--- src/rtl/rtcsched_pkg.sv ---
// Shared types for the rtctimer scheduler: FSM states, timer status bit positions, BCD check.
package rtcsched_pkg;

  typedef enum logic [2:0] {
    S_IDLE,
    S_LOAD,
    S_START,
    S_RUN,
    S_STOP,
    S_CLEAR,
    S_RELEASE
  } state_t;

  localparam int TMR_RUN_BIT   = 24;
  localparam int TMR_ALARM_BIT = 25;

  // HH:MM:SS packed BCD; hour tens is not range-checked.
  function automatic logic bcd_ok(input logic [23:0] t);
    return !((t[19:16] > 4'd9) || (t[15:12] > 4'd5) || (t[11:8] > 4'd9) ||
             (t[7:4]   > 4'd5) || (t[3:0]   > 4'd9));
  endfunction

endpackage

--- src/rtl/rtctimer_sched_if.sv ---
// Client request/response bus and rtctimer write/status bus of the scheduler.
interface rtctimer_sched_if #(parameter int NREQ = 4);
  logic [NREQ-1:0]      i_req;
  logic [24*NREQ-1:0]   i_req_time;
  logic [NREQ-1:0]      i_cancel;
  logic [NREQ-1:0]      o_grant;
  logic [NREQ-1:0]      o_done;
  logic [NREQ-1:0]      o_cancelled;
  logic [NREQ-1:0]      o_err;
  logic                 o_busy;
  logic                 o_tmr_wr;
  logic [24:0]          o_tmr_data;
  logic [2:0]           o_tmr_valid;
  logic                 o_tmr_zero;
  logic [31:0]          i_tmr_data;
  logic                 i_tmr_int;

  modport master (
    input  i_req, i_req_time, i_cancel, i_tmr_data, i_tmr_int,
    output o_grant, o_done, o_cancelled, o_err, o_busy,
           o_tmr_wr, o_tmr_data, o_tmr_valid, o_tmr_zero
  );

  modport slave (
    output i_req, i_req_time, i_cancel, i_tmr_data, i_tmr_int,
    input  o_grant, o_done, o_cancelled, o_err, o_busy,
           o_tmr_wr, o_tmr_data, o_tmr_valid, o_tmr_zero
  );
endinterface

--- src/rtl/rr_arbiter.sv ---
// Combinational round-robin pick: first requester at or after ptr_i wins, one-hot grant plus index.
module rr_arbiter #(
  parameter int N = 4
) (
  input  logic [N-1:0]         req_i,
  input  logic [$clog2(N)-1:0] ptr_i,
  output logic [N-1:0]         grant_o,
  output logic [$clog2(N)-1:0] idx_o
);

  always_comb begin
    int   k;
    logic found;
    grant_o = '0;
    idx_o   = '0;
    found   = 1'b0;
    k       = 0;
    for (int i = 0; i < N; i++) begin
      k = int'(ptr_i) + i;
      if (k >= N) k = k - N;
      if (!found && req_i[k]) begin
        found      = 1'b1;
        grant_o[k] = 1'b1;
        idx_o      = k[$clog2(N)-1:0];
      end
    end
  end

endmodule

--- src/rtl/rtctimer_sched.sv ---
// Shares one rtctimer among NREQ clients: round-robin grant, load/start, watch, clear, release.
// Defining RTCSCHED_CANCEL_EN builds the STOP path so the owner's i_cancel is honoured.
module rtctimer_sched
  import rtcsched_pkg::*;
#(
  parameter int NREQ   = 4,
  parameter int LGWDOG = 3
) (
  input  logic              i_clk,
  input  logic              i_reset_n,
  rtctimer_sched_if.master  bus
);

  localparam int IW = $clog2(NREQ);

  state_t             state_q;
  logic [IW-1:0]      ptr_q, owner_q;
  logic [23:0]        time_q;
  logic [LGWDOG-1:0]  wdog_q;
  logic [NREQ-1:0]    grant_q, done_q, err_q;
  logic               wr_q, wzero_q;
  logic [24:0]        wdat_q;
  logic [2:0]         wvld_q;
  logic [NREQ-1:0]    arb_grant;
  logic [IW-1:0]      arb_idx;
  logic               running;
  logic               unused_status;
`ifdef RTCSCHED_CANCEL_EN
  logic [NREQ-1:0]    canc_q;
  logic               canc_flag_q;
  logic               cancel_own;
  assign cancel_own = |(bus.i_cancel & grant_q);
`endif

  assign running = bus.i_tmr_data[TMR_RUN_BIT];

  rr_arbiter #(.N(NREQ)) u_arb (
    .req_i   (bus.i_req),
    .ptr_i   (ptr_q),
    .grant_o (arb_grant),
    .idx_o   (arb_idx)
  );

  always_ff @(posedge i_clk or negedge i_reset_n) begin
    if (!i_reset_n) begin
      state_q <= S_IDLE;
      ptr_q   <= '0;
      owner_q <= '0;
      time_q  <= '0;
      wdog_q  <= '0;
      grant_q <= '0;
      done_q  <= '0;
      err_q   <= '0;
      wr_q    <= 1'b0;
      wdat_q  <= '0;
      wvld_q  <= '0;
      wzero_q <= 1'b0;
`ifdef RTCSCHED_CANCEL_EN
      canc_q      <= '0;
      canc_flag_q <= 1'b0;
`endif
    end else begin
      done_q <= '0;
      err_q  <= '0;
      wr_q   <= 1'b0;
`ifdef RTCSCHED_CANCEL_EN
      canc_q <= '0;
`endif
      case (state_q)
        S_IDLE: begin
          if (|bus.i_req) begin
            grant_q <= arb_grant;
            owner_q <= arb_idx;
            time_q  <= bus.i_req_time[24*arb_idx +: 24];
            state_q <= S_LOAD;
`ifdef RTCSCHED_CANCEL_EN
            canc_flag_q <= 1'b0;
`endif
          end
        end
        S_LOAD: begin
          if (!bcd_ok(time_q)) begin
            err_q   <= grant_q;
            state_q <= S_RELEASE;
          end else if (time_q == 24'd0) begin
            done_q  <= grant_q;
            state_q <= S_RELEASE;
          end else begin
            wr_q    <= 1'b1;
            wdat_q  <= {1'b1, time_q};
            wvld_q  <= 3'b111;
            wzero_q <= 1'b0;
            wdog_q  <= '0;
            state_q <= S_START;
          end
        end
        S_START: begin
`ifdef RTCSCHED_CANCEL_EN
          if (cancel_own) begin
            wr_q        <= 1'b1;
            wdat_q      <= {1'b0, time_q};
            wvld_q      <= 3'b000;
            wzero_q     <= 1'b0;
            canc_flag_q <= 1'b1;
            state_q     <= S_STOP;
          end else
`endif
          if (running) begin
            state_q <= S_RUN;
          end else if (&wdog_q) begin
            err_q   <= grant_q;
            state_q <= S_CLEAR;
          end else begin
            wdog_q <= wdog_q + 1'b1;
          end
        end
        S_RUN: begin
          // Interrupt outranks a same-cycle cancel.
          if (bus.i_tmr_int || !running) begin
            done_q  <= grant_q;
            state_q <= S_CLEAR;
          end
`ifdef RTCSCHED_CANCEL_EN
          else if (cancel_own) begin
            wr_q        <= 1'b1;
            wdat_q      <= {1'b0, time_q};
            wvld_q      <= 3'b000;
            wzero_q     <= 1'b0;
            canc_flag_q <= 1'b1;
            state_q     <= S_STOP;
          end
        end
        S_STOP: begin
          state_q <= S_CLEAR;
`endif
        end
        S_CLEAR: begin
          // Zero-flagged write with no valid bytes drops the alarm but keeps the count.
          if (!running) begin
            wr_q    <= 1'b1;
            wdat_q  <= '0;
            wvld_q  <= 3'b000;
            wzero_q <= 1'b1;
            state_q <= S_RELEASE;
          end
        end
        S_RELEASE: begin
          grant_q <= '0;
          ptr_q   <= (owner_q == IW'(NREQ-1)) ? '0 : owner_q + 1'b1;
          state_q <= S_IDLE;
`ifdef RTCSCHED_CANCEL_EN
          if (canc_flag_q) canc_q <= grant_q;
`endif
        end
        default: state_q <= S_IDLE;
      endcase
    end
  end

  assign bus.o_grant     = grant_q;
  assign bus.o_done      = done_q;
  assign bus.o_err       = err_q;
  assign bus.o_busy      = (state_q != S_IDLE);
  assign bus.o_tmr_wr    = wr_q;
  assign bus.o_tmr_data  = wdat_q;
  assign bus.o_tmr_valid = wvld_q;
  assign bus.o_tmr_zero  = wzero_q;
`ifdef RTCSCHED_CANCEL_EN
  assign bus.o_cancelled = canc_q;
  assign unused_status   = ^{bus.i_tmr_data[31:TMR_ALARM_BIT], bus.i_tmr_data[23:0]};
`else
  assign bus.o_cancelled = '0;
  assign unused_status   = ^{bus.i_tmr_data[31:TMR_ALARM_BIT], bus.i_tmr_data[23:0], bus.i_cancel};
`endif

endmodule

--- src/flat_wrapper.sv ---
// flat-port wrapper written by rule: the top's interface ports become plain ports
module rtctimer_sched_flat import rtcsched_pkg::*;
#(
  parameter int NREQ   = 4,
  parameter int LGWDOG = 3
)
  (i_clk, i_reset_n, bus_i_req, bus_i_req_time, bus_i_cancel, bus_i_tmr_data, bus_i_tmr_int, bus_o_grant, bus_o_done, bus_o_cancelled, bus_o_err, bus_o_busy, bus_o_tmr_wr, bus_o_tmr_data, bus_o_tmr_valid, bus_o_tmr_zero);
  rtctimer_sched_if #(.NREQ(NREQ)) bus_i ();
  input  logic i_clk;
  input  logic i_reset_n;
  input wire logic [$bits(bus_i.i_req)-1:0] bus_i_req;
  input wire logic [$bits(bus_i.i_req_time)-1:0] bus_i_req_time;
  input wire logic [$bits(bus_i.i_cancel)-1:0] bus_i_cancel;
  input wire logic [$bits(bus_i.i_tmr_data)-1:0] bus_i_tmr_data;
  input wire logic [$bits(bus_i.i_tmr_int)-1:0] bus_i_tmr_int;
  output wire logic [$bits(bus_i.o_grant)-1:0] bus_o_grant;
  output wire logic [$bits(bus_i.o_done)-1:0] bus_o_done;
  output wire logic [$bits(bus_i.o_cancelled)-1:0] bus_o_cancelled;
  output wire logic [$bits(bus_i.o_err)-1:0] bus_o_err;
  output wire logic [$bits(bus_i.o_busy)-1:0] bus_o_busy;
  output wire logic [$bits(bus_i.o_tmr_wr)-1:0] bus_o_tmr_wr;
  output wire logic [$bits(bus_i.o_tmr_data)-1:0] bus_o_tmr_data;
  output wire logic [$bits(bus_i.o_tmr_valid)-1:0] bus_o_tmr_valid;
  output wire logic [$bits(bus_i.o_tmr_zero)-1:0] bus_o_tmr_zero;
  assign bus_i.i_req = bus_i_req;
  assign bus_i.i_req_time = bus_i_req_time;
  assign bus_i.i_cancel = bus_i_cancel;
  assign bus_i.i_tmr_data = bus_i_tmr_data;
  assign bus_i.i_tmr_int = bus_i_tmr_int;
  assign bus_o_grant = bus_i.o_grant;
  assign bus_o_done = bus_i.o_done;
  assign bus_o_cancelled = bus_i.o_cancelled;
  assign bus_o_err = bus_i.o_err;
  assign bus_o_busy = bus_i.o_busy;
  assign bus_o_tmr_wr = bus_i.o_tmr_wr;
  assign bus_o_tmr_data = bus_i.o_tmr_data;
  assign bus_o_tmr_valid = bus_i.o_tmr_valid;
  assign bus_o_tmr_zero = bus_i.o_tmr_zero;
  rtctimer_sched #(.NREQ(NREQ), .LGWDOG(LGWDOG)) u_core (.i_clk(i_clk), .i_reset_n(i_reset_n), .bus(bus_i));
endmodule
--- config.mk ---
export PLATFORM = sky130hd
export DESIGN_NAME = rtctimer_sched_flat
export DESIGN_NICKNAME = d
export VERILOG_FILES = /design/src/rtl/rtcsched_pkg.sv /design/src/rtl/rtctimer_sched_if.sv /design/src/rtl/rr_arbiter.sv /design/src/rtl/rtctimer_sched.sv /design/src/flat_wrapper.sv
export SDC_FILE = /design/constraint.sdc
export NUM_CORES = 1
export LEC_CHECK = 0
export CORE_ASPECT_RATIO = 0.9
export CORE_MARGIN = 3
export CORE_UTILIZATION = 25
export CTS_CLUSTER_DIAMETER = 100
export DETAILED_ROUTE_END_ITERATION = 6
export SLEW_MARGIN = 15
export SYNTH_ARGS = -nofsm -noshare
export SYNTH_HDL_FRONTEND = slang
export SYNTH_SLANG_ARGS = --single-unit
--- constraint.sdc ---
create_clock -name i_clk -period 9.6 [get_ports i_clk]
set_input_delay 1.92 -clock i_clk [delete_from_list [all_inputs] [get_ports i_clk]]
set_output_delay 1.92 -clock i_clk [all_outputs]
set_load 0.02 [all_outputs]
==> impl_metrics.tcl <==
set metrics [dict create \
    synth_xor_area_share_pct 0 \
    fin_nets 850 \
    synth_top_area_share_pct 35.7 \
    relSlewSlack_pct 34.1 \
    coreArea_um2 20000 \
    hold_path.class "register to register" \
    grt_usage_pct 15.2 \
    place_area_um2 6630 \
    cts-root-buf "clkbuf_16" \
    finalHoldViolCount 0 \
    start_kind "input port" \
    dieHeight_um 142 \
    holdBufCountCts 0 \
    place_hpwl_mm 12.5 \
    dp.cells 948 \
    wl_per_cell_um 18.3 \
    skew_ns 0.00653 \
    synth_top_area_cell "dfrtp_1" \
    grt_pass1_vias 4558 \
    ys_async_sr_fraction_pct 100 \
    antenna_found_initial 1 \
    cts_buffers 9 \
    min_path_cells 1 \
    synth.distinct_cells 53 \
    worstPathRequired_ns 9.84 \
    start_util_pct 25.6 \
    drtIter0Drc 354 \
    reg2reg_from "u_core.ptr_q[0]" \
    cts.sinks 73 \
    ir_drop_mv 0.122 \
    yosys-top-cells-area "dfrtp_1 (36%), a211oi_2 (10%), nand2_1 (6.9%)" \
    firstDrtPassIters 7 \
    ys_seq_area_share_pct 35.7 \
    avgViaCountPerCell 5.12 \
    synth_top_family_by_area "compound AO/OA/AOI/OAI gates" \
    startpoint "bus_i_req[3]" \
    fin_cells 965 \
    pwr_density_cell_nw_per_um2 310 \
    outcome "complete, no violations" \
    cts_tree "yes" \
    syn_area_per_cell_um2 8.61 \
    htreeDepth 3 \
    post-route-period-util_pct 49.6 \
    p_leak_uw 0.00283 \
    syn_inst 595 \
    finalSetupViolations 0 \
    synth_compound_area_share_pct 29.7 \
    gp_congestion 0.772 \
    grt_pass1_wl_mm 26.5 \
    final_antenna_net_count 0 \
    period_minus_slack_ns 4.76 \
    cts_setup_buffers 0 \
    die-area_um2 22300 \
    holdCritStartpoint "u_core.owner_q[1]" \
    crit_type "input port to register" \
    cp_max_fo 36 \
    overflow 0 \
    yosys-mux-area-fraction_pct 2.78 \
    io_pins 186 \
    wirelength_mm 17.7 \
    path_clk_slew_ns 0.05 \
    dieWidth_um 157 \
    timing.rr.end "u_core.time_q[3]" \
    rrSetupSlack_ns 5.83 \
    cp_data_arrival_time_ns 5.00 \
    num_vias 4941 \
    yosys_warnings 0 \
    synth_edf_count 0 \
    worst_pin_slew_ns 0.984 \
    drv_cap 0 \
    holdPathEnd "u_core.owner_q[1]" \
    synthFlopType "dfrtp_1" \
    grt_max_degree 74 \
    buffer_ports.inserted 146 \
    clkLatencyLatePin_ns 0.33 \
    stdcell_area_um2 6970 \
    synth_area_um2 5120 \
    finalMaxSlewViolations 0 \
    drive_above_1_share_pct 11.3 \
    cts_resized 0 \
    r2r.worst_path.cells 9 \
    end_kind "register" \
    tns_ns 0 \
    place_ws_ns 4.51 \
    synth_simple_gate_area_share_pct 21.0 \
    fin_ws_ns 4.84 \
    max_freq_ghz 0.210 \
    synth_fa_ha_area_share_pct 1.71 \
    final_cell_mix "clkdlybuf4s50_1 (145), nand2_1 (94), dfrtp_1 (73), and3_1 (49), a211oi_2 (41)" \
    rsz0062_at_grt "no" \
    rows 49 \
    layout_commonest_cell "clkdlybuf4s50_1" \
    drc 0 \
    clockBufferDepth 2 \
    area_growth_pct 36.1 \
    ys_ff_latch 73 \
]
-- metal layers --
metal | part of all wire [%] | wire [um] | global-route usage [%] | up-vias
met2 | 45 | 7990 | 22.2 | 172
met5 | 0 | 0 | 0 | -
met1 | 47 | 8260 | 22.6 | 2379
met4 | 0.99 | 176 | 4.05 | 0
met3 | 7.2 | 1280 | 3.08 | 11
li1 | - | - | - | 2379
-- metrics by stage --
stage          utilization, %  hold WS, ns  power, uW
5_1_grt                  34.8        0.511       2310
3_3_place_gp             33.1        0.471       1770
4_1_cts                  34.8        0.493       2180
3_5_place_dp             33.1        0.481       1780
2_1_floorplan               -        0.454       1440
6_report                 34.8        0.491       2160
-- worst max-delay path: stages --
cell and delay (ns):
clkdlybuf4s50_1 0.65, mux4_2 0.80, nand2b_4 0.31, nand2b_4 0.08, o21ai_4 0.76, a211oi_1 0.21
a211oi_2 0.25
-- synth_stat cells (12+ instances only) --
cell / instances
a211oi_2: 41
dfrtp_1: 73
a31oi_1: 24
nand3_1: 12
buf_2: 13
o221ai_1: 23
and3_1: 49
nand2_1: 94
inv_1: 36
nor2_1: 34
a21oi_1: 31
o21ai_0: 38
clkbuf_1: 26
-- layout make-up --
type | instances | area [um2]
tap | 255 | 319
sequential | 73 | 1830
clock buffer | 11 | 233
antenna | 1 | 2.50
fill | 2042 | 13100
inverter | 37 | 139
multi-input combinational | 431 | 2840
clock inverter | 5 | 104
timing repair buffer | 152 | 1500
-- state kept, by name (all words and copies together) (netlist names) --
name / cells
u_core.bus.o_tmr_valid: 1
u_core.bus.o_tmr_data: 24
u_core.bus.o_tmr_wr: 1
u_core.owner_q: 2
u_core.bus.o_grant: 4
u_core.bus.o_done: 4
u_core.ptr_q: 2
u_core.wdog_q: 3
u_core.bus.o_err: 4
u_core.bus.o_tmr_zero: 1
u_core.state_q: 3
u_core.time_q: 24
-- worst max-delay path by stage --
stage | end | slack [ns] | cells past startpoint
final | u_core.time_q[3] | 4.84 | 7
after global routing | u_core.time_q[2] | 4.66 | 7
after CTS | u_core.time_q[3] | 4.85 | 7
after detailed placement | u_core.time_q[3] | 4.51 | 7
after global placement | u_core.time_q[3] | 4.54 | 7
after floorplan | u_core.time_q[10] | 6.13 | 6
-- report_power, final --
part	leakage (uW)	switching (uW)	internal [uW]
combinational	0.00175	748	470
sequential	0.000916	127	435
clock	0.000164	127	254
-- logic make-up after synthesis --
kind of cell               Yosys count
AOI/OAI and AO/OA                  192
and+or+nand+nor                    219
muxes                                9
DFF                                 73
buffers and inverters               94
adders and majority gates            7
other                                1
Power figures use the tool's default switching activity.
